`src/rtl/matmul_ctrl.sv`:
```
// Sequencer for a K-deep MAC array: clears the accumulators, streams K enabled beats,
// waits out the MAC pipeline, then holds the result until the consumer takes it.
module matmul_ctrl #(
  parameter int K       = 2,
  parameter int MAC_LAT = 1,
  parameter int CNT_W   = 16
) (
  input  logic                 clk,
  input  logic                 rst_n,
  input  logic                 start,
  input  logic                 abort,
  output logic                 busy,
  output logic                 dp_clear,
  output logic                 dp_en,
  output logic [$clog2(K):0]   dp_k,
  output logic                 c_valid,
  input  logic                 c_ready,
  output logic                 done,
  output logic [CNT_W-1:0]     op_count
);

  localparam int KW = $clog2(K) + 1;
  localparam logic [KW-1:0] BEAT_LAST  = KW'(K - 1);
  localparam logic [3:0]    DRAIN_LAST = 4'(MAC_LAT - 1);

  typedef enum logic [2:0] {
    S_IDLE  = 3'd0,
    S_CLEAR = 3'd1,
    S_ACCUM = 3'd2,
    S_DRAIN = 3'd3,
    S_HOLD  = 3'd4
  } state_t;

  state_t           state_q, state_d;
  logic [KW-1:0]    beat_q, beat_d;
  logic [3:0]       drain_q, drain_d;
  logic [CNT_W-1:0] cnt_q, cnt_d;
  logic             done_s;

  // State, beat/drain counters and completed-operation counter
  always_ff @(posedge clk) begin
    if (!rst_n) begin
      state_q <= S_IDLE;
      beat_q  <= {KW{1'b0}};
      drain_q <= 4'd0;
      cnt_q   <= {CNT_W{1'b0}};
    end else begin
      state_q <= state_d;
      beat_q  <= beat_d;
      drain_q <= drain_d;
      cnt_q   <= cnt_d;
    end
  end

  // Next-state logic; abort takes priority over every forward transition
  always_comb begin
    state_d = state_q;
    beat_d  = beat_q;
    drain_d = drain_q;
    cnt_d   = cnt_q;
    done_s  = 1'b0;
    case (state_q)
      S_IDLE: begin
        if (start && !abort) begin
          state_d = S_CLEAR;
        end else begin
          state_d = S_IDLE;
        end
      end
      S_CLEAR: begin
        beat_d = {KW{1'b0}};
        if (abort) begin
          state_d = S_IDLE;
        end else begin
          state_d = S_ACCUM;
        end
      end
      S_ACCUM: begin
        if (abort) begin
          state_d = S_IDLE;
          beat_d  = {KW{1'b0}};
        end else if (beat_q == BEAT_LAST) begin
          beat_d  = {KW{1'b0}};
          drain_d = 4'd0;
          state_d = (MAC_LAT > 0) ? S_DRAIN : S_HOLD;
        end else begin
          beat_d  = beat_q + KW'(1);
        end
      end
      S_DRAIN: begin
        if (abort) begin
          state_d = S_IDLE;
          drain_d = 4'd0;
        end else if (drain_q == DRAIN_LAST) begin
          state_d = S_HOLD;
          drain_d = 4'd0;
        end else begin
          drain_d = drain_q + 4'd1;
        end
      end
      S_HOLD: begin
        if (abort) begin
          state_d = S_IDLE;
        end else if (c_ready) begin
          state_d = S_IDLE;
          done_s  = 1'b1;
          cnt_d   = cnt_q + CNT_W'(1);
        end else begin
          state_d = S_HOLD;
        end
      end
      default: begin
        state_d = S_IDLE;
        beat_d  = {KW{1'b0}};
        drain_d = 4'd0;
      end
    endcase
  end

  // Outputs decode the registered state; done is the live handshake, masked while in reset
  assign busy     = (state_q != S_IDLE);
  assign dp_clear = (state_q == S_CLEAR);
  assign dp_en    = (state_q == S_ACCUM);
  assign dp_k     = (state_q == S_ACCUM) ? beat_q : {KW{1'b0}};
  assign c_valid  = (state_q == S_HOLD);
  assign done     = done_s & rst_n;
  assign op_count = cnt_q;

endmodule

```
`config.mk`:
```
export PLATFORM = sky130hd
export DESIGN_NAME = matmul_ctrl
export DESIGN_NICKNAME = d
export VERILOG_FILES = /design/src/rtl/matmul_ctrl.sv
export SDC_FILE = /design/constraint.sdc
export NUM_CORES = 1
export LEC_CHECK = 0
export ABC_CLOCK_PERIOD_IN_PS = 2050
export BUFFER_PORTS_ARGS = -buffer_cell sky130_fd_sc_hd__buf_2
export CORE_UTILIZATION = 35
export DETAILED_ROUTE_END_ITERATION = 8
export PLACE_DENSITY = 0.56
export SLEW_MARGIN = 20
export SYNTH_ARGS = -nofsm -noshare
export SYNTH_HDL_FRONTEND = slang
export SYNTH_SLANG_ARGS = --single-unit
```
`constraint.sdc`:
```
create_clock -name clk -period 2.05 [get_ports clk]
set_input_delay 0.5125 -clock clk [delete_from_list [all_inputs] [get_ports clk]]
set_output_delay 0.5125 -clock clk [all_outputs]
set_load 0.05 [all_outputs]
```
==> flow_summary.ini, run 1 <==
[run_status]
outcome = finished, final reports clean

[sta]
worstMarginPinSlew_ns = 0.564
fin_tns_setup_ns = 0
final-setup-viol-count = 0
post-route-period-util = 0.930
hold_viol_final = 0
rsz0062_at_grt = false
clock_skew_ns = 0.00529
layout_setup_ws_ns = 0.143
post-route-min-period_ns = 1.91
slew-limit-headroom = 0.614
fmax_ghz = 0.524
maxSlewViolCount = 0

[route]
wire_per_inst_um = 11.9
vias = 1166
viasPerCell = 5.07
wirelength_um = 2740
drc = 0
drtAntennaViolNets = 0
initialDrtViolationCount = 65
first_pass_iters = 4

[clocking]
clk_pin_slew_ns = 0.09
root_buffer = clkbuf_8
h-tree-depth = 1
cts_made_buffers = 3
clock_latency_ns = 0.27
tritoncts = built
clock_sinks = 25
post_cts_buffers = 0
cts_buffer_depth = 2

[worst_setup_path]
critPathMaxStageDelay_ns = 0.40
start_kind = flip-flop
worstPathCellList = nor3b_4, nand2_1, nor2_4, buf_2
critPathTopFamily = simple AND/OR/NAND/NOR gates
cp.arrival_ns = 1.39
critPathMaxFanout = 12
rr_endpoint = op_count[12]$_SDFFE_PN0P_
end_kind = primary output
worst-path-buf-inv = 1
reg2reg_from = state_q[0]$_SDFFE_PN0P_
r2r_slack_ns = 0.38
worstPathRequired_ns = 1.54
worst_path_max_delay_cell = dfxtp_2
critPathCapture = done
critical_path_class = reg -> out
worstRegToRegCells = 5
crit_start = state_q[0]$_SDFFE_PN0P_
crit_cells = 4

[worst_hold_path]
min_path_type = reg -> reg
hold_start = op_count[15]$_SDFFE_PN0P_

[place]
pre_cts_ws_ns = 0.180
dp_hpwl_um = 2060
gp_congestion = 0.815
io_buffer_count = 27

[grt]
grtUsageTotal = 0.149
antenna_found_initial = 0
grt_overflow = 0
grt_pass1_vias = 1080
grt_pass1_wl_um = 4800
grt_max_degree = 17

[die]
pin_count = 28
start_util = 0.378
die_x_um = 63.2
rows = 21
die_y_um = 63.2
dieArea_mm2 = 0.00399
fp.coreArea_mm2 = 0.00347

[finish]
n_antenna_cell = 0
nNetsFinal = 193
drive_gt1_frac = 0.234
seq_area_um2 = 503
multi_input_area_um2 = 749
area.growth.synth_to_final_pct = 18.1
fill_cells = 370

[logic_synthesis]
ys_types = 40
synth_nets = 164
synthCells = 156
post_synth.cell_area_avg_um2 = 8.40
synth_edf_count = 0
synthTopCellsByCount = dfxtp_1, nor2_1, a21oi_1
syn-cell-area_mm2 = 0.00131
synth_top_area_share = 0.382
synthArstFlopShare = 0
yosys_warnings = 0
synth.most_common_cell = dfxtp_1
ys_top_cells_by_area = dfxtp_1, nor2_1, xor2_1
synth_top_area_cell = dfxtp_1
yosysSeqAreaShare = 0.382
ys_ff_latch = 25
ys.flop_type = dfxtp_1

[power_and_ir_drop]
power.leakage_uw = 0.000652
powerDensity_mw_per_mm2 = 556
ir_drop_v = 0.000405

[run]
drv_cap = 0
## cell families (layout without fill, tap and decap cells)
family	Yosys count	after routing	share of synthesized area
AOI/OAI and AO/OA	29	29	0.136
xor gates and xnor gates	11	11	0.0735
adders and majority gates	3	3	0.0287
and+or+nand+nor	74	74	0.321
muxes	1	1	0.00764
DFF	25	25	0.382
buffers and inverters	13	41	0.0516
## power by group
part           internal [uW]  total [uW]  switching, uW
Sequential               490         501           10.8
Clock                    136         290            154
Combinational           24.3        69.4           45.0
Total                    650         860            209
## worst reg2reg max path, delay by kind of cell, from the launching register on
family | cells | cell delay (ns)
DFF | 1 | 0.40
AOI/OAI and AO/OA | 1 | 0.15
and+or+nand+nor | 3 | 0.84
buffers and inverters | 1 | 0.21
## cell type report
class | instances | area share
clock buffer | 3 | 0.0267
multi-input combinational | 118 | 0.484
inverter | 5 | 0.0121
timing repair buffer | 32 | 0.112
tap | 46 | 0.0372
sequential | 25 | 0.325
clock inverter | 1 | 0.00323
## how the worst min path moves through the flow
stage          slack (ns)  depth (start not counted)                         to
2_1_floorplan        0.46                          2    drain_q[1]$_SDFFE_PN0P_
3_3_place_gp         0.47                          2  op_count[15]$_SDFFE_PN0P_
3_5_place_dp         0.48                          2  op_count[15]$_SDFFE_PN0P_
4_1_cts              0.49                          2  op_count[15]$_SDFFE_PN0P_
5_1_grt              0.53                          2    drain_q[1]$_SDFFE_PN0P_
6_report             0.49                          2  op_count[15]$_SDFFE_PN0P_
## timing repair
item | in CTS | in global routing
resized for setup | 0 | 2
hold buffers | 0 | 0
setup endpoints to repair | 0 | 3
## layout by cell type, fill, tap and decap left out, drive strengths merged, types with 2 or more instances in the layout
| master | instances |
|---|---|
| a21oi | 10 |
| and2 | 4 |
| and3 | 5 |
| and4 | 3 |
| buf | 32 |
| clkbuf | 3 |
| clkinv | 2 |
| dfxtp | 25 |
| ha | 3 |
| inv | 4 |
| nand2 | 9 |
| nand2b | 3 |
| nand3 | 7 |
| nand4 | 6 |
| nor2 | 20 |
| nor3 | 2 |
| nor3b | 2 |
| o211ai | 2 |
| o21a | 2 |
| o21ai | 8 |
| o31ai | 2 |
| or3 | 6 |
| or4 | 2 |
| xnor2 | 4 |
| xor2 | 7 |
## per-layer routing
layer / share of wire / global-route usage / vias to the layer above
met3: 0.039 / 0.0380 / 2
met5: 0 / 0 / -
met1: 0.48 / 0.184 / 537
met4: 0.0044 / 0.0341 / 0
li1: - / - / 605
met2: 0.47 / 0.258 / 22
## state kept, by name, summed over array words and instances, names as in the netlist
register,count
state_q,3
beat_q,2
op_count,16
drain_q,4
## stage by stage
stage          std cells  area (um2)  hold WS (ns)  total power (uW)  utilization
5_1_grt              230        1550         0.531               899        0.446
3_5_place_dp         226        1500         0.480               581        0.432
2_1_floorplan        156        1320         0.462               565            -
4_1_cts              230        1550         0.493               875        0.446
3_3_place_gp         226        1500         0.465               580        0.432
6_report             230        1550         0.491               860        0.446
Power figures use the tool's default switching activity.
==> run 2: changes to the inputs <==
--- a/config.mk
+++ b/config.mk
@@ -10,6 +10,7 @@
 export CORE_UTILIZATION = 35
 export DETAILED_ROUTE_END_ITERATION = 8
 export PLACE_DENSITY = 0.56
+export RECOVER_POWER = 50
 export SLEW_MARGIN = 20
 export SYNTH_ARGS = -nofsm -noshare
 export SYNTH_HDL_FRONTEND = slang
==> run 2 against run 1 <==
Effect of this change:
- fmax hardly changed
- register-to-register slack worse by 0.16 ns
- flip-flop and latch count stayed put
- critical path type unchanged
- highest routed layer unchanged
==> flow_summary.ini, run 2 (synthesis results as in run 1) <==
[clocking]
cts_resized = 0
tritoncts = built
clock_latency_ns = 0.27
cts_buffer_depth = 2
cts_made_buffers = 3
clock_sinks = 25
post_cts_buffers = 0
root_buffer = clkbuf_8
hold_buffers = 0
h-tree-depth = 1
clk_pin_slew_ns = 0.09

[worst_setup_path]
start_kind = flip-flop
worstPathRequired_ns = 1.54
worst_path_max_delay_cell = dfxtp_2
critPathMaxStageDelay_ns = 0.40
cp.arrival_ns = 1.39
critical_path_class = reg -> out
critPathMaxFanout = 12
end_kind = primary output
worstPathCellList = nor3b_4, nand2_1, nor2_4, buf_2

[power_and_ir_drop]
fin_total_pwr_uw = 859
switching_share = 0.244
power.leakage_uw = 0.000591
powerDensity_mw_per_mm2 = 567
p_int_uw = 649
ir_drop_v = 0.000382
p_seq_frac = 0.583
combPwrFrac = 0.079
p_sw_uw = 210
p_clk_frac = 0.338

[sta]
post-route-period-util = 0.930
clock_skew_ns = 0.00515
rsz0062_at_grt = false
maxSlewViolCount = 0
post-route-min-period_ns = 1.91
fmax_ghz = 0.525
fin_tns_setup_ns = 0
hold_viol_final = 0
slew-limit-headroom = 0.614
final-setup-viol-count = 0
worstMarginPinSlew_ns = 0.565

[place]
io_buffer_count = 27
place_inst = 226
gp_congestion = 0.815
dp_hpwl_um = 2060

[route]
wire_per_inst_um = 11.9
drc = 0
wirelength_um = 2730
viasPerCell = 5.03
drtAntennaViolNets = 0
vias = 1157
initialDrtViolationCount = 58
first_pass_iters = 4

[die]
start_util = 0.378
rows = 21
die_x_um = 63.2
fp.coreArea_mm2 = 0.00347
dieArea_mm2 = 0.00399
pin_count = 28
die_y_um = 63.2

[run_status]
outcome = finished, final reports clean

[finish]
largest_register_ffs = 16
layout_common_cells = dfxtp_1, nor2_1, clkbuf_1, buf_2, a21oi_1
n_antenna_cell = 0
multi_input_area_um2 = 737
seq_area_um2 = 503
area.growth.synth_to_final_pct = 15.7
final_cells = 230
nNetsFinal = 193
drive_gt1_frac = 0.152
fill_cells = 384
final_common_cell = dfxtp_1

[grt]
grt_pass1_wl_um = 4800
grt_overflow = 0
grtUsageTotal = 0.149
grt_pass1_vias = 1080
antenna_found_initial = 0
grt_max_degree = 17

[worst_hold_path]
min_path_type = reg -> reg

[run]
drv_cap = 0
[run 2: cell types whose count changed in the layout (fill, tap and decap cells not counted)]
cell,previous run,this run
clkbuf_1,0,14
buf_2,27,14
and2_0,0,2
and2_1,4,2
buf_4,5,4
nand3_1,6,7
nand3_4,1,0
[run 2: per-layer routing]
| metal | vias to the layer above | global-route usage | routed length, um |
|---|---|---|---|
| met2 | 21 | 0.258 | 1290 |
| met4 | 0 | 0.0341 | 12 |
| met5 | - | 0 | 0 |
| li1 | 606 | - | - |
| met3 | 2 | 0.0380 | 97 |
| met1 | 528 | 0.184 | 1330 |
[run 2: per-stage QoR]
stage                     worst slack (ns)   util  instance area (um2)  hold slack [ns]
after floorplan                     0.0481      -                 1320            0.462
after global placement               0.189  0.432                 1500            0.465
after detailed placement             0.180  0.432                 1500            0.480
after CTS                           0.0331  0.446                 1550            0.493
after global routing                0.0667  0.437                 1520            0.531
final                                0.144  0.437                 1520            0.493
[run 2: path summary, 6_finish.rpt]
| check | start | end | slack, ns | cells after the start |
|---|---|---|---|---|
| worst max-delay path | state_q[0]$_SDFFE_PN0P_ | done | 0.14 | 4 |
| worst min-delay path | op_count[15]$_SDFFE_PN0P_ | op_count[15]$_SDFFE_PN0P_ | 0.49 | 2 |
| worst max register to register | state_q[0]$_SDFFE_PN0P_ | op_count[12]$_SDFFE_PN0P_ | 0.22 | 5 |
| worst min register to register | op_count[15]$_SDFFE_PN0P_ | op_count[15]$_SDFFE_PN0P_ | 0.49 | 2 |
[run 2: power groups by stage]
| stage | Sequential, uW | Clock, uW | Combinational (uW) |
|---|---|---|---|
| global placement | 511 | 0 | 69.0 |
| detailed placement | 512 | 0 | 69.9 |
| global route | 502 | 319 | 76.3 |
| floorplan | 505 | 0 | 59.5 |
| finish | 501 | 290 | 68.1 |
| CTS | 500 | 305 | 70.1 |
[run 2: final cells by class]
cell class,instances,area share
multi-input cells,118,0.486
flip-flops and latches,25,0.332
repair buffers,32,0.101
well taps,46,0.0380
clock buffers,3,0.0273
inverters,5,0.0124
clock inverters,1,0.00330
[run 2: worst max-delay path, delay by kind of cell, from the launching register on]
kind	cells	cell delay (ns)
flops	1	0.40
simple gates	3	0.46
buf+inv	1	0.26
==> run 3: changes to the inputs <==
--- a/config.mk
+++ b/config.mk
@@ -10,7 +10,7 @@
 export CORE_UTILIZATION = 35
 export DETAILED_ROUTE_END_ITERATION = 8
 export PLACE_DENSITY = 0.56
-export RECOVER_POWER = 50
+export REMOVE_ABC_BUFFERS = 1
 export SLEW_MARGIN = 20
 export SYNTH_ARGS = -nofsm -noshare
 export SYNTH_HDL_FRONTEND = slang
==> run 3 against run 2 <==
Effect of this change:
- cell area is 1.7% higher
- critical endpoint is now c_valid
- core utilization is 0.72 points higher
- die area stayed put
- largest cell class unchanged
- critical path type unchanged
==> flow_summary.ini, run 3 (synthesis results as in run 1) <==
[finish]
final_common_cell = buf_2
layout_common_cells = buf_2, dfxtp_1, nor2_1
largest_register_ffs = 16
area.growth.synth_to_final_pct = 17.6
drive_gt1_frac = 0.217
n_antenna_cell = 0
final_cells = 230
nNetsFinal = 193

[worst_setup_path]
start_kind = flip-flop
reg2reg_from = state_q[1]$_SDFFE_PN0P_
crit_start = state_q[1]$_SDFFE_PN0P_
end_kind = primary output
worst-path-buf-inv = 2
critical_path_class = reg -> out
critPathMaxStageDelay_ns = 0.41
worst_path_max_delay_cell = dfxtp_1
critPathMaxFanout = 11
critPathTopFamily = buffers and inverters
worstPathCellList = nor3b_4, buf_4, buf_2
cp.arrival_ns = 1.42
crit_cells = 3
worstPathRequired_ns = 1.54
worstRegToRegCells = 4

[run_status]
outcome = finished, final reports clean

[power_and_ir_drop]
ir_drop_v = 0.000286
power.leakage_uw = 0.000649
powerDensity_mw_per_mm2 = 558

[place]
pre_cts_ws_ns = 0.136
io_buffer_count = 27
dp_hpwl_um = 2110
place_inst = 226
gp_congestion = 0.837

[die]
rows = 21
start_util = 0.378
die_y_um = 63.2
dieArea_mm2 = 0.00399
pin_count = 28
die_x_um = 63.2
fp.coreArea_mm2 = 0.00347

[clocking]
h-tree-depth = 1
hold_buffers = 0
clock_sinks = 25
tritoncts = built
cts_buffer_depth = 2
cts_made_buffers = 3
clk_pin_slew_ns = 0.09
root_buffer = clkbuf_8
clock_latency_ns = 0.26

[sta]
maxSlewViolCount = 0
post-route-min-period_ns = 1.93
post-route-period-util = 0.943
hold_viol_final = 0
slew-limit-headroom = 0.582
layout_setup_ws_ns = 0.117
fmax_ghz = 0.517
rsz0062_at_grt = false
worstMarginPinSlew_ns = 0.611
clock_skew_ns = 0.00219
final-setup-viol-count = 0

[worst_hold_path]
whs_path_depth = 2
hold_start = op_count[15]$_SDFFE_PN0P_
min_path_type = reg -> reg

[grt]
antenna_found_initial = 0
grt_pass1_wl_um = 4770
grtUsageTotal = 0.147
grt_overflow = 0
grt_max_degree = 17
grt_pass1_vias = 1108

[run]
drv_cap = 0

[route]
drc = 0
first_pass_iters = 4
drtAntennaViolNets = 0
viasPerCell = 5.24
vias = 1206
wire_per_inst_um = 12.3
wirelength_um = 2820
initialDrtViolationCount = 28
-- run 3: worst reg2reg max path: stages (launching register included) --
cell and delay [ns]:
dfxtp_1 0.53, nand2_1 0.12, a2111oi_0 0.58, o21ai_0 0.29, nor2_1 0.15
-- run 3: through the flow --
stage                     TNS (ns)  total power [uW]  area, um2  hold slack [ns]  utilization
after floorplan             -0.778               556       1260            0.462            -
after global placement           0               580       1490            0.469        0.430
after detailed placement         0               581       1490            0.485        0.430
after CTS                        0               873       1540            0.498        0.443
after global routing             0               909       1540            0.522        0.444
final                            0               860       1540            0.491        0.444
-- run 3: what timing repair did --
item,in CTS,in global routing
setup buffers,0,0
setup endpoints to repair,0,5
resized for setup,0,2
-- run 3: layout make-up --
class	instances	area [um2]
fillers	366	1930
multi-input cells	118	742
flip-flops and latches	25	502
repair buffers	32	175
well taps	46	57.6
clock buffers	4	45.0
inverters	5	18.8
-- run 3: report_power, final --
group	switching [uW]	leakage, uW	total [uW]	internal, uW
Combinational	46.1	0.000424	70.3	24.2
Sequential	9.47	0.000202	499	490
Clock	151	0.0000228	290	139
Total	207	0.000649	860	653
-- run 3: path summary, 6_finish.rpt --
check | endpoint | slack (ns)
max | c_valid | 0.12
min reg2reg | op_count[15]$_SDFFE_PN0P_ | 0.49
max reg2reg | drain_q[0]$_SDFFE_PN0P_ | 0.33
min | op_count[15]$_SDFFE_PN0P_ | 0.49
-- run 3: metal layers --
layer  part of all wire  global-route usage
met5                  0                   0
met4             0.0043              0.0483
met3              0.027              0.0290
met2               0.52               0.280
met1               0.44               0.159
